`config.mk`:
```
export PLATFORM = sky130hd
export DESIGN_NAME = memref_mp
export DESIGN_NICKNAME = d
export VERILOG_FILES = /design/src/rtl/memref_pkg.sv /design/src/rtl/memref_rd_pipe.sv /design/src/rtl/memref_mp.sv
export SDC_FILE = /design/constraint.sdc
export NUM_CORES = 1
export LEC_CHECK = 0
export CAP_MARGIN = 20
export CORE_MARGIN = 4
export CORE_UTILIZATION = 30
export CTS_CLUSTER_SIZE = 10
export DETAILED_ROUTE_END_ITERATION = 6
export HOLD_SLACK_MARGIN = 0.02
export PLACE_DENSITY_LB_ADDON = 0.05
export SLEW_MARGIN = 10
export SYNTH_ARGS = -nofsm -noshare
export SYNTH_HDL_FRONTEND = slang
export SYNTH_SLANG_ARGS = --single-unit
```
`constraint.sdc`:
```
create_clock -name clk -period 9.4 [get_ports clk]
set_input_delay 1.88 -clock clk [delete_from_list [all_inputs] [get_ports clk]]
set_output_delay 1.88 -clock clk [all_outputs]
set_load 0.03 [all_outputs]
```
`src/rtl/memref_pkg.sv`:
```
// memref_pkg: shared types, defaults and address-width helper for the
// multi-port memory model.
package memref_pkg;

  localparam int MEMREF_WIDTH_DEF = 32;
  localparam int MEMREF_SIZE_DEF  = 8;

  typedef struct packed {
    logic collision;
    logic range;
  } memref_err_t;

  function automatic int memref_addr_w(input int size);
    return (size <= 2) ? 1 : $clog2(size);
  endfunction

endpackage

```
`src/rtl/memref_rd_pipe.sv`:
```
// memref_rd_pipe: LAT-deep valid/data shift register for one read port.
// Output data holds its last value while valid is low.
module memref_rd_pipe
  import memref_pkg::*;
#(
  parameter int WIDTH = MEMREF_WIDTH_DEF,
  parameter int LAT   = 1
) (
  input  logic             clk,
  input  logic             rst,
  input  logic             en_i,
  input  logic [WIDTH-1:0] data_i,
  output logic             valid_o,
  output logic [WIDTH-1:0] data_o
);

  logic [LAT-1:0]            vld_q;
  logic [LAT-1:0][WIDTH-1:0] dat_q;

  // shift valid every cycle; data only moves behind a valid token
  always_ff @(posedge clk) begin
    if (rst) begin
      vld_q <= '0;
      dat_q <= '0;
    end else begin
      vld_q[0] <= en_i;
      if (en_i)
        dat_q[0] <= data_i;
      for (int k = 1; k < LAT; k++) begin
        vld_q[k] <= vld_q[k-1];
        if (vld_q[k-1])
          dat_q[k] <= dat_q[k-1];
      end
    end
  end

  assign valid_o = vld_q[LAT-1];
  assign data_o  = dat_q[LAT-1];

endmodule

```
`src/rtl/memref_mp.sv`:
```
// memref_mp: multi-port memory model with read latency pipe and
// sticky collision/range flags. MEMREF_WR_FORWARD_EN selects write-first.
module memref_mp
  import memref_pkg::*;
#(
  parameter int WIDTH      = MEMREF_WIDTH_DEF,
  parameter int SIZE       = MEMREF_SIZE_DEF,
  parameter int NUM_RD     = 2,
  parameter int NUM_WR     = 1,
  parameter int RD_LATENCY = 1,
  localparam int AW        = memref_addr_w(SIZE)
) (
  input  logic                    clk,
  input  logic                    rst,
  input  logic [NUM_WR-1:0]       wr_en,
  input  logic [NUM_WR*AW-1:0]    wr_addr,
  input  logic [NUM_WR*WIDTH-1:0] wr_data,
  input  logic [NUM_RD-1:0]       rd_en,
  input  logic [NUM_RD*AW-1:0]    rd_addr,
  output logic [NUM_RD-1:0]       rd_valid,
  output logic [NUM_RD*WIDTH-1:0] rd_data,
  output logic                    err_collision,
  output logic                    err_range
);

  localparam logic [AW:0] SIZE_W = (AW+1)'(SIZE);

  logic [WIDTH-1:0] mem_q [SIZE];

  logic [NUM_WR-1:0]            wr_ok;
  logic [NUM_RD-1:0]            rd_ok;
  logic [NUM_RD-1:0][WIDTH-1:0] rd_word;
  logic                         coll;
  logic                         oor;
  memref_err_t                  err_q;
  memref_err_t                  err_d;

  // per-port enable qualified by the address being inside the array
  always_comb begin
    wr_ok = '0;
    rd_ok = '0;
    for (int i = 0; i < NUM_WR; i++)
      wr_ok[i] = wr_en[i] &&
        ({1'b0, wr_addr[i*AW +: AW]} < SIZE_W);
    for (int j = 0; j < NUM_RD; j++)
      rd_ok[j] = rd_en[j] &&
        ({1'b0, rd_addr[j*AW +: AW]} < SIZE_W);
  end

  // collision: any pair of in-range writes to one address
  always_comb begin
    coll = 1'b0;
    for (int i = 0; i < NUM_WR; i++)
      for (int k = i + 1; k < NUM_WR; k++)
        if (wr_ok[i] && wr_ok[k] &&
            wr_addr[i*AW +: AW] == wr_addr[k*AW +: AW])
          coll = 1'b1;
    oor = |(wr_en & ~wr_ok) | |(rd_en & ~rd_ok);
  end

  // sticky error flags accumulate until reset
  always_comb begin
    err_d           = err_q;
    err_d.collision = err_q.collision | coll;
    err_d.range     = err_q.range | oor;
  end

  // error flag register
  always_ff @(posedge clk) begin
    if (rst)
      err_q <= '0;
    else
      err_q <= err_d;
  end

  // array write; later ports override earlier ones on collision
  always_ff @(posedge clk) begin
    if (!rst) begin
      for (int i = 0; i < NUM_WR; i++)
        if (wr_ok[i])
          mem_q[wr_addr[i*AW +: AW]] <= wr_data[i*WIDTH +: WIDTH];
    end
  end

  // read word sampled into stage 1; out-of-range reads return zero
  always_comb begin
    rd_word = '0;
    for (int j = 0; j < NUM_RD; j++) begin
      if (rd_ok[j])
        rd_word[j] = mem_q[rd_addr[j*AW +: AW]];
`ifdef MEMREF_WR_FORWARD_EN
      for (int i = 0; i < NUM_WR; i++)
        if (rd_ok[j] && wr_ok[i] &&
            wr_addr[i*AW +: AW] == rd_addr[j*AW +: AW])
          rd_word[j] = wr_data[i*WIDTH +: WIDTH];
`endif
    end
  end

  for (genvar j = 0; j < NUM_RD; j++) begin : g_rd
    memref_rd_pipe #(
      .WIDTH (WIDTH),
      .LAT   (RD_LATENCY)
    ) u_pipe (
      .clk     (clk),
      .rst     (rst),
      .en_i    (rd_en[j]),
      .data_i  (rd_word[j]),
      .valid_o (rd_valid[j]),
      .data_o  (rd_data[j*WIDTH +: WIDTH])
    );
  end

  assign err_collision = err_q.collision;
  assign err_range     = err_q.range;

endmodule

```
### Yosys cells after proc, flatten, opt, wreduce, memory -nomap -nowiden

Memories as Yosys holds them, arrays and structs flattened. A register that Yosys moved wholly into a read port is not among the register bits.
Cells that the tools add are included.

| storage, ports and cells | value |
|---|---|
| word-level logic and storage cells | 11 |
| bits in writable memories | 256 |
| output and inout port bits | 68 |
| memories kept | 1 |
| flip-flop bits (word level) | 3 |

Memory list:

| memory | depth | width | read ports | clocked after Yosys merged registers in | write ports | RTL line | RTL |
|---|---|---|---|---|---|---|---|
| mem_q | 8 | 32 | 2 | 2 | 1 | memref_mp.sv:28 | `logic [WIDTH-1:0] mem_q [SIZE];` |

| cells by class | value |
|---|---|
| reductions and logical operators | 1 |
| mux-type cells | 3 |
| bitwise operators | 3 |

Operators with widths:

| cell | number |
|---|---|
| 1-bit 2-to-1 mux | 3 |
| 2-bit bitwise AND | 1 |
| 2-bit inverter | 1 |
| 2-bit OR reduction | 1 |
| 1-bit OR | 1 |

### Logic depth before layout (Yosys ltp)

| depth | value |
|---|---|
| depth after elaboration | 4 |
| gate-level depth with buffers | 7 |

### Cells and area by module

From an unflattened synthesis, not the netlist that was laid out.

| unflattened totals | value |
|---|---|
| cell total of the unflattened synthesis | 928 |
| area total of the unflattened synthesis | 14926.8 sq um |

Modules (own cells, without submodules):

| module | cells each | area each (sq um) | instances |
|---|---|---|---|
| memref_mp | 716 | 12522.0 | 1 |
| memref_rd_pipe | 106 | 1202.4 | 2 |

### Worst setup path after synthesis

Ideal clock, no wire load.

| timing path | value |
|---|---|
| path type | input -> register |
| start | in wr_addr[2] |
| end | mem mem_q[0][0] in the netlist's numbering (enable) |
| data required time | 8939 ps |
| path buffers | 0 |
| setup slack | 4339 ps |
| library setup time | 461 ps |
| data arrival time | 4599 ps |
| stages | 2 |
| cells stage by stage | or3b_2 > nor3_1 |

RTL lines:

| item | RTL line | RTL |
|---|---|---|
| from (decl) | memref_mp.sv:16 | `input logic [NUM_WR*AW-1:0] wr_addr,` |
| to (decl) | memref_mp.sv:28 |  |

No word-level cell before the write port.

==> results.yml <==
run_status:
  status: "complete, no violations"
setup_path:
  r2r_slack_ps: 8090
  crit_required_ps: 9850
  crit_path_max_incr_delay_ps: 940
  worstPathMaxFanout: 65
  critPathSlowestCell: "buf_4"
  r2r-start: "mem_q[7][31]"
  crit_arrival_ps: 4460
  rr_worst_depth: 4
  crit_path_end_kind: "flip-flop"
  start_kind: "input port"
  crit_type: "input port to flip-flop"
  r2r-end: "g_rd[0].u_pipe.data_o[31]"
  cp_cell_sequence: "buf_6, buf_4, mux2i_1, a22oi_1, o221ai_1, a211oi_1"
drt:
  detail-route-antenna-nets: 0
  drc: 0
  via_per_inst: 5.15
  wl_per_cell_um: 25.8
  vias: 8595
  drtIter0Drc: 452
  drtPass1Iterations: 5
  wl_mm: 43.0
floorplan:
  coreArea_sq_um: 46800
  num_io_pins: 114
  die_width_um: 226
  die_y_um: 226
  die-area_sq_um: 51000
  initial_utilization: 0.305
  fp-row-count: 79
pwr:
  p_leak_nw: 5.77
  irDropWorstVdd_mv: 0.103
  powerDensity_nw_per_um2: 199
global_routing:
  grt_max_degree: 78
  overflow: 0
  grt_usage: 0.166
  first_global_vias: 8805
  grt_pass1_wl_mm: 61.5
  grt_antenna_before_repair: 1
yosys:
  synth-seq-cells: 322
  synth_warnings: 0
  syn-instance-count: 937
  syn_avg_cell_area_sq_um: 15.2
  synth_cell_types: 25
  ys_seq_area_frac: 0.632
  ys_async_sr_fraction: 0
  netlist_area_sq_um: 14200
  ys.flop_type: "edfxtp_1"
  synth_edf_count: 256
layout:
  register_area_sq_um: 9010
  n_antenna_cell: 0
  fin_util: 0.364
  multi_input_area_sq_um: 4820
  mostFrequentLayoutCells: "edfxtp_1 (256), mux2i_1 (128), mux2_2 (127)"
  syn_to_final_growth_pct: 19.5
  fill_cells: 4433
  layout-drive-gt1-share: 0.224
  nNetsFinal: 1078
  mostFrequentLayoutCell: "edfxtp_1"
sta:
  finalSetupViolCount: 0
  hold_viol_final: 0
  maxSlewViolCount: 0
  finalSetupTns_ps: 0
  fmax_mhz: 249
  fin_crit_sh: 0.427
  maxSlewHeadroom: 0.273
  layout_min_cycle_time_ps: 4010
  skew_ps: 7.91
  worst_slew_pin_slew_ps: 1090
  rsz0062_at_grt: "no"
clocking:
  clk_pin_slew_worst_paths_ps: 50
  cts.repair.resized: 0
  cts.htree.levels: 2
  cts_sinks: 322
  clk_latency_ps: 540
  post-cts-setup-buffers: 0
  clock-root-buffer: "clkbuf_16"
  cts_tree: "built"
  numCtsBuffers: 40
  cts.path.max_buffers: 3
  hold_buffers: 0
placement:
  portBuffers: 111
  gp_congestion: 0.695
  dp_hpwl_mm: 21.2
min_path:
  worstHoldStart: "g_rd[1].u_pipe.data_o[6]"
  hold_class: "flip-flop to flip-flop"
  whs_endpoint: "g_rd[1].u_pipe.data_o[6]"
  holdPathStages: 2
job:
  cap_viol_max_count: 0
[how the worst max path moves through the flow]
stage	from	end	slack, ps	cells past startpoint
finish	rd_addr[3]	g_rd[1].u_pipe.data_o[14]	5390	6
global route	rd_addr[3]	g_rd[1].u_pipe.data_o[21]	5260	6
CTS	rd_addr[3]	g_rd[1].u_pipe.data_o[14]	5420	6
detailed placement	rd_addr[3]	g_rd[1].u_pipe.data_o[14]	4800	6
global placement	rd_addr[3]	g_rd[1].u_pipe.data_o[15]	4820	6
floorplan	wr_addr[2]	mem_q[0][0]	4340	2
[routing by layer]
layer / GRT usage / vias up / part of all wire
li1: - / 3962 / -
met1: 0.226 / 4376 / 0.46
met2: 0.274 / 195 / 0.48
met3: 0.0263 / 60 / 0.040
met4: 0.0482 / 2 / 0.022
met5: 0 / - / 0.00047
[cells by family (layout without fill, tap and decap cells)]
group / count (synthesis) / after routing / synth area share
AOI/OAI and AO/OA: 192 / 192 / 0.115
buffers and inverters: 79 / 202 / 0.0364
other: 1 / 2 / 0.000263
muxes: 256 / 256 / 0.191
and+or+nand+nor: 87 / 87 / 0.0251
DFF: 322 / 322 / 0.632
[critical path, delay by kind of cell]
| family | cells | cell delay (ps) |
|---|---|---|
| buffers and inverters | 2 | 1540 |
| AOI/OAI and AO/OA | 3 | 740 |
| muxes | 1 | 190 |
[power breakdown]
part / internal (mW) / switching [mW] / total, mW
clock: 0.839 / 0.573 / 1.41
combinational: 0.146 / 0.215 / 0.361
sequential: 1.58 / 0.0241 / 1.61
[per-stage QoR]
| step | hold WS [ps] | area, sq um | setup WS [ps] | instances | power, mW |
|---|---|---|---|---|---|
| 2_1_floorplan | 606 | 14300 | 4340 | 938 | 1.86 |
| 4_1_cts | 485 | 17000 | 5420 | 1668 | 3.44 |
| 3_5_place_dp | 478 | 15800 | 4800 | 1597 | 2.01 |
| 3_3_place_gp | 478 | 15800 | 4820 | 1597 | 2.01 |
| 5_1_grt | 501 | 17000 | 5260 | 1668 | 3.51 |
| 6_report | 479 | 17000 | 5390 | 1668 | 3.38 |
[final cells by class]
cell class,instances,share of cell area
Timing Repair Buffer,131,0.0737
Clock buffer,69,0.0688
Clock inverter,2,0.000588
Tap cell,607,0.0446
Sequential cell,322,0.529
Multi-Input combinational cell,537,0.283
[flip-flops by register name, indices dropped and copies added, names as in the netlist]
| signal | count |
|---|---|
| mem_q | 256 |
| g_rd.u_pipe.valid_o | 2 |
| g_rd.u_pipe.data_o | 64 |
[synth_stat cells, types with 4 or more instances]
cell type	count	area share
nor2_1	72	0.019
a221o_1	48	0.034
buf_8	9	0.0095
nor2b_1	4	0.0018
a211oi_1	41	0.022
mux2i_1	128	0.090
a22oi_1	16	0.0084
buf_6	11	0.0087
edfxtp_1	256	0.54
a211oi_2	23	0.020
dfxtp_1	66	0.093
o22ai_1	48	0.021
nand2b_1	4	0.0018
o221ai_1	16	0.0098
mux2_2	127	0.10
clkbuf_1	45	0.012
buf_4	9	0.0047
No activity file was read; power rests on OpenSTA's default activity.
